File: src/rtl/load_control_unit.sv
// Load sequencer: one memory read, MDR capture, size extract and extend.
// Define LOAD_SIGN_EXT_EN to honour load_signed on halfword/byte loads.
module load_control_unit #(
    parameter int MEM_LATENCY = 1
) (
    input  logic        clk,
    input  logic        reset,
    input  logic        start,
    input  logic [1:0]  load_sel,
    input  logic        load_signed,
    input  logic [31:0] addr,
    input  logic [31:0] mem_data,
    output logic [31:0] mem_addr,
    output logic        mem_rd,
    output logic        busy,
    output logic        done,
    output logic [31:0] load_out
);

`ifdef LOAD_SIGN_EXT_EN
    localparam logic SEXT_EN = 1'b1;
`else
    localparam logic SEXT_EN = 1'b0;
`endif

    localparam logic [3:0] LAST = 4'(MEM_LATENCY - 1);

    typedef enum logic [1:0] {
        IDLE,
        READ,
        CAPTURE,
        DONE
    } state_t;

    state_t      state;
    logic [31:0] mdr;
    logic [1:0]  sel_q;
    logic        sign_q;
    logic [1:0]  out_sel;
    logic        out_sign;
    logic [3:0]  cnt;

    // Size/sign for the result are copied at capture so a new
    // request cannot disturb load_out before its own done.
    always_comb begin
        load_out = mdr;
        unique case (out_sel)
            2'b01:   load_out = {{16{out_sign & mdr[15]}}, mdr[15:0]};
            2'b10:   load_out = {{24{out_sign & mdr[7]}}, mdr[7:0]};
            default: load_out = mdr;
        endcase
    end

    always_ff @(posedge clk) begin
        if (reset) begin
            state    <= IDLE;
            mdr      <= '0;
            sel_q    <= '0;
            sign_q   <= 1'b0;
            out_sel  <= '0;
            out_sign <= 1'b0;
            cnt      <= '0;
            mem_addr <= '0;
            mem_rd   <= 1'b0;
            busy     <= 1'b0;
            done     <= 1'b0;
        end else begin
            unique case (state)
                IDLE: begin
                    if (start) begin
                        mem_addr <= addr;
                        sel_q    <= load_sel;
                        sign_q   <= load_signed;
                        cnt      <= '0;
                        mem_rd   <= 1'b1;
                        busy     <= 1'b1;
                        state    <= READ;
                    end
                end
                READ: begin
                    cnt <= cnt + 4'd1;
                    if (cnt == LAST) begin
                        state <= CAPTURE;
                    end
                end
                CAPTURE: begin
                    mdr      <= mem_data;
                    out_sel  <= sel_q;
                    out_sign <= sign_q & SEXT_EN;
                    done     <= 1'b1;
                    mem_rd   <= 1'b0;
                    mem_addr <= '0;
                    state    <= DONE;
                end
                DONE: begin
                    done  <= 1'b0;
                    busy  <= 1'b0;
                    state <= IDLE;
                end
                default: state <= IDLE;
            endcase
        end
    end

endmodule

File: config.mk
export PLATFORM = sky130hd
export DESIGN_NAME = load_control_unit
export DESIGN_NICKNAME = d
export VERILOG_FILES = /design/src/rtl/load_control_unit.sv
export SDC_FILE = /design/constraint.sdc
export NUM_CORES = 1
export LEC_CHECK = 0
export CAP_MARGIN = 20
export CORE_MARGIN = 2
export CORE_UTILIZATION = 42
export DETAILED_ROUTE_END_ITERATION = 8
export GPL_ROUTABILITY_DRIVEN = 0
export PLACE_DENSITY_LB_ADDON = 0.1
export SETUP_SLACK_MARGIN = 0.05
export SLEW_MARGIN = 20
export SYNTH_ARGS = -nofsm -noshare
export SYNTH_HDL_FRONTEND = slang
export SYNTH_SLANG_ARGS = --single-unit
export TNS_END_PERCENT = 5
File: constraint.sdc
create_clock -name clk -period 1.95 [get_ports clk]
set_input_delay 0.195 -clock clk [delete_from_list [all_inputs] [get_ports clk]]
set_output_delay 0.195 -clock clk [all_outputs]
set_load 0.01 [all_outputs]
==> results of run 1 <==
final cells by class:
cell class / count / area [sq um]
fillers: 594 / 2419
flip-flops and latches: 77 / 1541
repair buffers: 143 / 1435
multi-input cells: 207 / 1369
clock buffers: 11 / 141.4
well taps: 99 / 123.9
clock inverters: 4 / 120.1
inverters: 7 / 26.28
state kept, by name, summed over array words and instances, names as in the netlist:
signal and count:
busy 1, cnt 4, done 1, mdr 32, mem_addr 32, mem_rd 1, out_sel 2, sel_q 2
state 2
timing repair:
item	CTS	global route
resized for setup	18	10
hold buffers	0	0
setup buffers	0	0
setup endpoints to repair	24	14
gates cloned	0	0
through the flow:
stage          setup TNS [ns]  hold slack (ns)
6_report                    0           0.1162
5_1_grt                     0           0.1275
4_1_cts                -1.177           0.1150
3_5_place_dp                0           0.4512
3_3_place_gp                0           0.4529
2_1_floorplan               0           0.3418
path summary, 6_finish.rpt:
kind,start,slack (ns),cells after the start,end
worst max register to register,state[0],0.23,5,cnt[3]
worst max-delay path,out_sel[1],0.17,5,load_out[23]
worst min-delay path,reset,0.12,2,cnt[0]
worst min register to register,sel_q[1],0.46,2,sel_q[1]
power groups by stage:
stage | registers [mW] | logic [mW] | clock network (mW)
floorplan | 2.17 | 1.37 | 0
CTS | 2.09 | 2.35 | 1.59
global route | 2.12 | 2.54 | 1.67
detailed placement | 2.12 | 2.39 | 0
global placement | 2.10 | 2.35 | 0
finish | 2.08 | 2.31 | 1.56
synthesized netlist by cell type (all sizes together), types with 3 or more instances:
master | count | area (sq um)
a21oi | 6 | 30.03
a22oi | 32 | 240.2
and2 | 16 | 100.1
buf | 23 | 151.4
clkbuf | 7 | 26.28
dfxtp | 77 | 1541
ha | 8 | 100.1
inv | 7 | 26.28
mux2i | 38 | 384.1
nand2 | 7 | 26.28
nand2b | 3 | 18.77
nand3 | 5 | 25.02
nor2 | 70 | 262.8
nor2b | 10 | 70.06
o21ai | 4 | 20.01
metal layers:
layer / wire (um) / vias to the layer above
met3: 736 / 8
li1: - / 1321
met2: 3308 / 100
met1: 3245 / 1167
met5: 0 / -
met4: 92 / 0
cells by family (layout without fill, tap and decap cells):
| kind of cell | count (synthesis) | in the layout | share of synthesized area |
|---|---|---|---|
| mux | 38 | 38 | 0.1242 |
| buf+inv | 37 | 165 | 0.06597 |
| simple gates | 116 | 116 | 0.1760 |
| fa+ha+maj | 8 | 8 | 0.03238 |
| compound gates | 45 | 45 | 0.1028 |
| flops | 77 | 77 | 0.4986 |
==> results.toml, run 1 <==
[run_status]
outcome = "finished, final reports clean"

[hold_path]
hold_path_class = "input pin to flip-flop"

[floorplan]
num_rows = 31
die-area_sq_mm = 0.008063
dieHeight_um = 89.80
die_w_um = 89.80
start_util = 0.4309
core_sq_mm = 0.007176
io_pins = 137

[global_routing]
met3_usage = 0.07879
use_met1 = 0.2340
grt_overflow_total = 0
antenna_found_initial = 0
grt-busiest-layer = "met2"
grt_util_all_layers = 0.1863
first_global_vias = 2546
grt_pass1_wl_um = 12360
use_met2 = 0.2885
grt_start_max_net_pins = 42

[route]
first_pass_iters = 4
avgViaCountPerCell = 4.737
vias = 2596
drt_iter0_drc = 85
drt_wl_total_um = 7383
ant_nets = 0
routedWlPerCell_um = 13.47
drc = 0

[clocking]
clkTransAtPathRegs_ns = 0.07
cts_made_buffers = 9
cts_htree_levels = 3
cts_root_buffer = "clkbuf_8"
clock_latency_ns = 0.34
cts_tree = "built"
cts.path.max_buffers = 2
numClockSinks = 77

[sta]
rsz0062_at_grt = "false"
max-slew-margin-rel = 0.6790
slew_viol_final = 0
fin_ws_ns = 0.1704
final-hold-violation-count = 0
fin_crit_ns = 1.780
setup_viol = 0
period_share = 0.9126
clock_skew_ns = 0.009076
fmax_mhz = 561.9
worst_pin_slew_ns = 0.4815

[finish]
antenna_cells = 0
final_area_sq_mm = 0.004757
syn2layout_area_growth_pct = 53.86
final_common_cell = "clkdlybuf4s50_1"
post-route-util = 0.6629
drive_gt1_frac = 0.06236
final_cell_mix = "clkdlybuf4s50_1, dfxtp_1, nor2_1"
final_cell_count_no_fill = 548
nNetsFinal = 523

[logic_synthesis]
synth_cells = 321
synth.avg_cell_area_sq_um = 9.632
async_flop_share = 0
ys_ff_latch = 77
netlist_area_sq_mm = 0.003092
synth_edf_count = 0
synth-warning-count = 0
ys_seq_area_frac = 0.4986
synth_top_flop_cell = "dfxtp_1"
synth_cell_types = 27
syn_nets = 399

[place]
post-place-cells = 533
place_ws_ns = 0.07974
place_area_sq_mm = 0.004472
io_buffer_count = 135
hpwl_um = 5178

[pwr]
pwr-share-seq = 0.350
swShare = 0.3039
power.density_mw_per_mm2 = 1251
power_mw = 5.953
intPower_mw = 4.143
leakagePower_nw = 2.022
p_clk_frac = 0.261
power.switching_mw = 1.809
peakVddDrop_mv = 0.7178
pwr-share-comb = 0.388

[run]
cap_violations = 0

[worst_setup_path]
path_cells = "inv_1, ha_4, buf_6, and2_1, dlygate4sd2_1"
critPathLaunchType = "flip-flop"
end_kind = "output port"
crit_type = "flip-flop to output port"
path_delay_family = "buffers and inverters"
cp_slowest_cell = "dfxtp_1"
crit_arrival_ns = 1.58
worst-endpoint-required_ns = 1.75
path_buf_inv = 3
worstPathMaxFanout = 16
max_stage_delay_ns = 0.34
No activity file was read; power rests on OpenSTA's default activity.
==> run 2, diff against run 1 <==
==> constraint.sdc (replaced) <==
create_clock -name clk -period 1.8 [get_ports clk]
set_input_delay 0.18 -clock clk [delete_from_list [all_inputs] [get_ports clk]]
set_output_delay 0.18 -clock clk [all_outputs]
set_load 0.01 [all_outputs]
==> results.toml, run 2 (same netlist as run 1, synthesis figures left out) <==
[finish]
syn2layout_area_growth_pct = 51.15
post-route-util = 0.6513
nNetsFinal = 525
final_cell_mix = "clkdlybuf4s50_1, dfxtp_1, nor2_1"
antenna_cells = 0
final_area_sq_mm = 0.004673
final_common_cell = "clkdlybuf4s50_1"
reg_top3 = "mdr: 32 flops, mem_addr: 32 flops, cnt: 4 flops"
drive_gt1_frac = 0.1106

[worst_setup_path]
crit_type = "flip-flop to output port"
crit_arrival_ns = 1.51
worstPathMaxFanout = 16
cp_slowest_cell = "dfxtp_2"
critPathLaunchType = "flip-flop"
path_cells = "inv_2, ha_4, buf_8, and2_4, clkdlybuf4s15_2"
max_stage_delay_ns = 0.34
worst-endpoint-required_ns = 1.62
end_kind = "output port"

[route]
wl_met2_um = 3300
routedWlPerCell_um = 13.66
avgViaCountPerCell = 4.833
vias = 2663
drc = 0
first_pass_iters = 5
drt_iter0_drc = 92
wl_met3_um = 652
drt_wl_total_um = 7526
ant_nets = 0
detail_route.wirelength.met1_um = 3452
top_layer_used = "met4"

[clocking]
clock_latency_ns = 0.34
cts_htree_levels = 3
cts_root_buffer = "clkbuf_8"
numClockSinks = 77
cts_tree = "built"
clkTransAtPathRegs_ns = 0.08
cts.path.max_buffers = 2
cts_hold_buf = 0
cts_made_buffers = 9

[sta]
clock_skew_ns = 0.005763
final-hold-violation-count = 0
worst_pin_slew_ns = 0.4173
slew_viol_final = 0
period_share = 0.9368
max-slew-margin-rel = 0.7218
setup_viol = 0
rsz0062_at_grt = "true"
fmax_mhz = 593.1
fin_crit_ns = 1.686
fin_ws_ns = 0.1138

[pwr]
intPower_mw = 4.287
p_clk_frac = 0.245
pwr-share-comb = 0.395
leakagePower_nw = 1.851
swShare = 0.3189
power.switching_mw = 2.007
pwr-share-seq = 0.360
peakVddDrop_mv = 0.6944
power.density_mw_per_mm2 = 1347

[floorplan]
die-area_sq_mm = 0.008063
core_sq_mm = 0.007176
num_rows = 31
dieHeight_um = 89.80
start_util = 0.4309
io_pins = 137
die_w_um = 89.80

[place]
place_ws_ns = -0.006607
hpwl_um = 5088
io_buffer_count = 135
place_area_sq_mm = 0.004474

[global_routing]
first_global_vias = 2704
grt_pass1_wl_um = 12620
grt_overflow_total = 0
grt_start_max_net_pins = 41
antenna_found_initial = 0
grt_util_all_layers = 0.1889

[hold_path]
hold_path_class = "input pin to flip-flop"

[run_status]
outcome = "finished, final reports clean"

[run]
cap_violations = 0
[run 2: changes by cell type in the layout (fill, tap and decap cells not counted), moves of 2 or more]
cell and delta:
dfxtp_2 +2, clkdlybuf4s15_1 +3, dlygate4sd2_1 -10, clkbuf_2 +14
buf_4 +2, dlymetal6s2s_1 -8, dfxtp_1 -2
[run 2: power by group through the flow]
stage / clock network, mW / registers (mW) / logic [mW]
floorplan: 0 / 2.35 / 1.49
global placement: 0 / 2.28 / 2.52
detailed placement: 0 / 2.29 / 2.56
CTS: 1.58 / 2.26 / 2.52
global route: 1.64 / 2.32 / 2.73
finish: 1.54 / 2.27 / 2.49
[run 2: metrics by stage]
step | hold WS (ns) | setup TNS (ns) | instances | power (mW)
6_report | 0.08425 | 0 | 551 | 6.294
5_1_grt | 0.08501 | 0 | 551 | 6.694
4_1_cts | 0.07289 | 0 | 551 | 6.359
3_5_place_dp | 0.4418 | -0.006607 | 535 | 4.852
3_3_place_gp | 0.4334 | 0 | 535 | 4.800
2_1_floorplan | 0.3268 | 0 | 321 | 3.835
[run 2: worst paths after layout]
path                  endpoint  cells after the start  slack, ns       start
hold reg to reg       sel_q[1]                      2       0.47    sel_q[1]
setup reg to reg        cnt[3]                      5       0.19    state[0]
setup / recovery  load_out[26]                      5       0.11  out_sel[1]
hold / removal          cnt[3]                      2       0.08       reset
[run 2: critical path: cells and delay by family, from the launching register on]
| kind | cells | cell delay, ns |
|---|---|---|
| buffers and inverters | 3 | 0.40 |
| and+or+nand+nor | 1 | 0.15 |
| DFF | 1 | 0.34 |
| adders and majority gates | 1 | 0.28 |
[run 2: final cells by class]
| class | count | area [sq um] |
|---|---|---|
| inverters | 7 | 26.28 |
| well taps | 99 | 123.9 |
| flip-flops and latches | 77 | 1544 |
| clock inverters | 6 | 111.4 |
| repair buffers | 145 | 1369 |
| fillers | 615 | 2502 |
| multi-input cells | 207 | 1371 |
| clock buffers | 10 | 127.6 |
[run 2: timing repair]
action | CTS | global route
setup endpoints to repair | 24 | 37
setup buffers | 0 | 0
gates resized for setup | 41 | 26
[run 2: layer usage]
layer / vias up / GRT usage
met5: - / 0
li1: 1322 / -
met3: 10 / 0.06790
met1: 1222 / 0.2401
met4: 0 / 0.07821
met2: 109 / 0.2923
